**src/rtl/arq_hamming_sender.sv**
```systemverilog
// Transmit side of the nibble ARQ link: Hamming(7,4)-encodes a host nibble,
// sends it, and retransmits on nack or timeout until acked or retries run out.
module arq_hamming_sender #(
    parameter int unsigned MAX_RETRY = 3,
    parameter int unsigned TIMEOUT   = 15,
    parameter int unsigned TW        = 8
) (
    input  logic       clk,
    input  logic       rst,
    input  logic       in_valid,
    input  logic [3:0] in_data,
    output logic       in_ready,
    output logic       tx_valid,
    output logic [6:0] tx_code,
    input  logic       ack,
    input  logic       nack,
    output logic       done_ok,
    output logic       done_fail,
    output logic [2:0] retry_cnt
);

    localparam logic [1:0] ST_IDLE = 2'd0;
    localparam logic [1:0] ST_SEND = 2'd1;
    localparam logic [1:0] ST_WAIT = 2'd2;

    localparam logic [TW-1:0] TIMER_LAST = TW'(TIMEOUT - 1);
    localparam logic [2:0]    RETRY_LAST = 3'(MAX_RETRY);

    logic [1:0]    state;
    logic [1:0]    state_nxt;
    logic [TW-1:0] timer;
    logic          accept;
    logic          got_ack;
    logic          attempt_failed;
    logic          retries_left;

    // Bit i of the codeword is Hamming position i+1; parity at positions 1, 2, 4.
    function automatic logic [6:0] hamming_encode(input logic [3:0] d);
        logic [6:0] c;
        c[0] = d[0] ^ d[1] ^ d[3];
        c[1] = d[0] ^ d[2] ^ d[3];
        c[2] = d[0];
        c[3] = d[1] ^ d[2] ^ d[3];
        c[4] = d[1];
        c[5] = d[2];
        c[6] = d[3];
        return c;
    endfunction

    assign in_ready = (state == ST_IDLE);
    assign tx_valid = (state == ST_SEND);
    assign accept   = in_valid & in_ready;

    // ack outranks nack; a silent WAIT expires on its last timer value.
    assign got_ack        = (state == ST_WAIT) && ack;
    assign attempt_failed = (state == ST_WAIT) && !ack && (nack || (timer == TIMER_LAST));
    assign retries_left   = (retry_cnt != RETRY_LAST);

    always_comb begin
        state_nxt = state;
        case (state)
            ST_IDLE: begin
                if (accept) begin
                    state_nxt = ST_SEND;
                end
            end
            ST_SEND: begin
                state_nxt = ST_WAIT;
            end
            ST_WAIT: begin
                if (got_ack) begin
                    state_nxt = ST_IDLE;
                end else if (attempt_failed) begin
                    state_nxt = retries_left ? ST_SEND : ST_IDLE;
                end
            end
            default: begin
                state_nxt = ST_IDLE;
            end
        endcase
    end

    always_ff @(posedge clk) begin
        if (rst) begin
            state     <= ST_IDLE;
            tx_code   <= '0;
            retry_cnt <= '0;
            timer     <= '0;
            done_ok   <= 1'b0;
            done_fail <= 1'b0;
        end else begin
            state     <= state_nxt;
            done_ok   <= got_ack;
            done_fail <= attempt_failed && !retries_left;

            if (accept) begin
                tx_code   <= hamming_encode(in_data);
                retry_cnt <= '0;
            end else if (attempt_failed && retries_left) begin
                retry_cnt <= retry_cnt + 3'd1;
            end

            if (state == ST_SEND) begin
                timer <= '0;
            end else if (state == ST_WAIT) begin
                timer <= timer + TW'(1);
            end
        end
    end

endmodule

```
**config.mk**
```make
export PLATFORM = sky130hd
export DESIGN_NAME = arq_hamming_sender
export DESIGN_NICKNAME = d
export VERILOG_FILES = /design/src/rtl/arq_hamming_sender.sv
export SDC_FILE = /design/constraint.sdc
export NUM_CORES = 1
export LEC_CHECK = 0
export ABC_AREA = 0
export CORE_UTILIZATION = 40
export DETAILED_ROUTE_END_ITERATION = 16
export PLACE_DENSITY = 0.66
export SLEW_MARGIN = 10
export SYNTH_ARGS = -nofsm -noshare
export SYNTH_HDL_FRONTEND = slang
export SYNTH_SLANG_ARGS = --single-unit
```
**constraint.sdc**
```tcl
create_clock -name clk -period 3.9 [get_ports clk]
set_clock_uncertainty 0.2 [all_clocks]
set_input_delay 0.78 -clock clk [delete_from_list [all_inputs] [get_ports clk]]
set_output_delay 0.78 -clock clk [all_outputs]
set_load 0.02 [all_outputs]
```
Yosys cells after proc, flatten, opt, wreduce, memory -nomap -nowiden
Cells that the tools add are included.
- bits in registers: 22
- bits in latches: 0
- memory bits (writable): 0
- bits in read-only memories: 0
- bits of input ports: 9
- output and inout port bits: 14
- logic and storage cells: 38
- memories kept: 0
- add/sub/neg operators: 2
- multiply operators: 0
- div/mod/pow operators: 0
- order comparisons: 0
- equal/unequal tests: 6
- shifts and indexed selects: 0
- mux-type cells: 5
- bitwise operators: 7
- reductions and logical operators: 12
- operators with widths (cell ; number):
    adder 8 x 1 -> 8 bit (second input constant) ; 1
    equality test 8 x 4 -> 1 bit (second input constant) ; 1
    two-way mux 2 bit ; 3
    case mux 2 bit (3 select lines) ; 1
    XOR 1 bit ; 6
    logical AND 1 bit ; 5
    OR reduction 2 bit ; 2
    adder 3 x 1 -> 3 bit (second input constant) ; 1
    inequality test 3 x 2 -> 1 bit (second input constant) ; 1
    inequality test 3 bit (second input constant) ; 1
    equality test 2 x 1 -> 1 bit (second input constant) ; 1
    equality test 2 bit (second input constant) ; 1
    logical NOT 1 bit ; 2
    logical NOT 2 bit ; 1
    inequality test 2 x 1 -> 1 bit (second input constant) ; 1
    AND reduction 2 bit ; 1
    bitwise AND 1 bit ; 1
    logical OR 1 bit ; 1
    two-way mux 1 bit ; 1

Depth between registers and ports, before layout
- word-level depth: 6
- gate-level depth with buffers: 6
- gate-level depth less buffers: 6

Worst setup path before layout
No wires, ideal clock.
- path kind: input-to-reg
- start: in ack
- end: reg retry_cnt[2]
- setup time: 74 ps
- data arrival time: 1703 ps
- data required time: 3626 ps
- path slack: 1923 ps
- stages: 3
- buffers on the path: 0
- cell sequence: or3_4 > or4b_1 > o21ai_0
- word-level cells in the longest chain between the ends: 4
- ends and longest elaborated chain (element ; RTL line ; RTL):
    from (decl) ; 15 ; input logic ack,
    logical NOT 1 bit ; 56 ; assign attempt_failed = (state == ST_WAIT) && !ack && (nack || (timer == TIMER_LAST));
    logical AND 1 bit (2 in series) ; 56 ;
    logical AND 1 bit ; 99 ; end else if (attempt_failed && retries_left) begin
    to (signal assigned) ; 100 ; retry_cnt <= retry_cnt + 3'd1;
    to (decl) ; 19 ; output logic [2:0] retry_cnt
No other way between the ends.
A chain may end at the register's enable or synchronous reset.

Final worst setup path
- start: reg state[0]
- end: out tx_valid
- word-level cells in the longest chain between the ends: 1
- ends and longest elaborated chain (element ; RTL line ; RTL):
    from (decl) ; 29 ; logic [1:0] state;
    from (signal assigned) ; 92 ; state <= state_nxt;
    equality test 2 x 1 -> 1 bit ; 51 ; assign tx_valid = (state == ST_SEND);
    to (decl) ; 13 ; output logic tx_valid,
No other way between the ends.

==> out/metrics.cfg <==
[place]
place_hpwl_um = 1410
place_ws_ps = 1290
gp_congestion = 0.748
portBuffers = 22

[power_and_ir_drop]
power_frac_clock_pct = 24.7
p_sw_mw = 0.112
combPwrFrac_pct = 17.1
p_leak_nw = 0.445
internal-power_mw = 0.305
total_power_mw = 0.417
p_per_area_nw_per_um2 = 327
p_seq_share_pct = 58.2
switching_share_pct = 26.9
peakVddDrop_mv = 0.202

[global_route]
grt_pass1_wl_um = 3330
grt_pass1_vias = 803
grt_max_degree = 16
grt_overflow = 0
grt_usage_pct = 16.7
antenna_found_initial = 0

[yosys]
ys_seq_area_share_pct = 43.2
synthCells = 119
ys_warn_count = 0
syn_area_um2 = 1020
avgSynthCellArea_um2 = 8.57
synthMuxAreaShare_pct = 1.96
syn_nets = 132
synth_top_family_by_area = simple AND/OR/NAND/NOR gates
yosys_register_bits = 22
yosys.area_share.xor_xnor_pct = 8.59
synth-compound-area-share_pct = 11.0
synth-simple-area-share_pct = 26.9
synth-adder-area-share_pct = 4.91
synth_cell_type_count = 31

[outcome]
status = finished clean

[sta]
fmax_ghz = 0.375
tns_ps = 0
period_minus_slack_ps = 2670
fin_ws_ps = 1230
slew_headroom_pct = 67.0
fin_crit_sh_pct = 68.4
hold_viol = 0
setup_violations = 0
tightest_slew_ps = 493
timing.final.max_slew_violations = 0
rsz0062_at_grt = false

[worst_setup_path]
rr_worst_depth = 5
path_cells = nor2b_1 -> clkdlybuf4s50_1
cp.required_ps = 2920
cp_max_fo = 10
critPathLaunchType = register
endpoint_kind = output port
worstPathArrival_ps = 1690
slowest_stage = clkdlybuf4s50_1
criticalPathCategory = register to output port
crit_path_max_incr_delay_ps = 630

[cts]
insertion_delay_ps = 300
path_clk_slew_ps = 120
hold_buffers = 0
clk_path_buf_depth = 2
root_buffer = clkbuf_4
cts_resized = 0
postCtsSetupRepairBufs = 0
htree_levels = 1
cts_buffers = 3
tritoncts = built
clock_sinks = 22

[floorplan]
fp.dieArea_um2 = 2760
initial_core_util_pct = 44.4
io_pins = 23
die_w_um = 52.5
fp.coreArea_um2 = 2300
die_h_um = 52.5
rows = 17

[cells_and_area]
drive_gt1_share_pct = 5.00
seq_area_um2 = 440
multiInputGateArea_um2 = 544
fillCellCount = 228
area_delta_synth_final_pct = 24.9
layout.nets = 155
layout_common_cells = nand2_1 (22), dfxtp_1 (22), clkdlybuf4s50_1 (22)
n_antenna_cell = 0

[job]
drv_cap = 0

[routing]
first_iter_violations = 5
drc = 0
ant_nets = 0
first_pass_iters = 4
vias = 863
wirelength_um = 1900
wl_per_cell_um = 11.3
vias_per_cell = 5.14

[hold_path]
hold_path.class = register to register
min_path_cells = 2

## layer usage
| layer | wire (um) | up-vias | share of wire, % | GRT usage [%] |
|---|---|---|---|---|
| met3 | 86 | 4 | 4.5 | 2.61 |
| met5 | 0 | - | 0 | 0 |
| met1 | 940 | 387 | 49 | 20.5 |
| met2 | 818 | 23 | 43 | 26.2 |
| li1 | - | 449 | - | - |
| met4 | 57 | 0 | 3.0 | 11.8 |
## synth_stat cells
cell        n  area share, %
a2111oi_0   1           0.86
a211oi_1    2            1.5
a21boi_0    1           0.74
a21oi_1    11            5.4
a31oi_1     1           0.61
and3_1      1           0.61
buf_2       1           0.49
buf_6       1            1.1
clkbuf_1    2           0.74
dfxtp_1    22             43
ha_1        4            4.9
inv_1       3            1.1
mux2i_1     2            2.0
nand2_1    22            8.1
nand2b_4    1            1.3
nand3_1     2           0.98
nand3b_1    1           0.74
nor2_1     13            4.8
nor2b_1     1           0.61
nor3_1      2           0.98
nor3b_1     1           0.74
nor3b_2     1            1.2
nor4_1      2            1.2
nor4bb_1    1           0.98
o21ai_0     4            2.0
or2_2       1           0.61
or3_1       3            1.8
or3_4       1            1.1
or4b_1      1           0.98
xnor2_1     5            4.3
xor2_1      5            4.3
## cell families after synthesis
kind of cell               Yosys count
adders and majority gates            4
muxes                                2
DFF                                 22
buffers and inverters                7
AOI/OAI and AO/OA                   20
and+or+nand+nor                     54
xor gates and xnor gates            10
## path summary, 6_finish.rpt
| path | from | end | slack [ps] |
|---|---|---|---|
| max | state[0]$_SDFFE_PP0P_ | tx_valid | 1230 |
| min | tx_code[3]$_SDFFE_PP0P_ | tx_code[3]$_SDFFE_PP0P_ | 260 |
| max reg2reg | retry_cnt[0]$_SDFFE_PP0P_ | retry_cnt[2]$_SDFFE_PP0P_ | 1920 |
| min reg2reg | tx_code[3]$_SDFFE_PP0P_ | tx_code[3]$_SDFFE_PP0P_ | 260 |
## state kept, by name, summed over array words and instances (netlist names)
signal and flops:
tx_code 7, retry_cnt 3, timer 8, state 2, done_ok 1, done_fail 1
## final cells by class
type | instances | share of cell area (%)
repair buffers | 22 | 17.3
well taps | 28 | 2.75
inverters | 3 | 0.884
flip-flops and latches | 22 | 34.6
multi-input cells | 90 | 42.7
clock buffers | 3 | 1.77
## worst max-delay path: cells and delay by family (launching register included)
family / cells / cell delay (ps)
simple gates: 1 / 240
buf+inv: 1 / 630
flops: 1 / 510
## per-stage QoR
stage                     cell area [um^2]  utilization, %  hold slack (ps)  instances
after global placement                1250            54.5              249        165
final                                 1270            55.4              263        168
after CTS                             1270            55.4              270        168
after floorplan                       1020               -              271        119
after detailed placement              1250            54.5              252        165
after global routing                  1270            55.4              288        168
## power groups by stage
stage               clock [mW]  sequential, mW  combinational, mW
floorplan                    0           0.251             0.0390
global placement             0           0.248             0.0714
detailed placement           0           0.248             0.0721
CTS                      0.108           0.243             0.0728
global route             0.117           0.244             0.0792
finish                   0.103           0.243             0.0714
(Power assumes the default switching activity.)
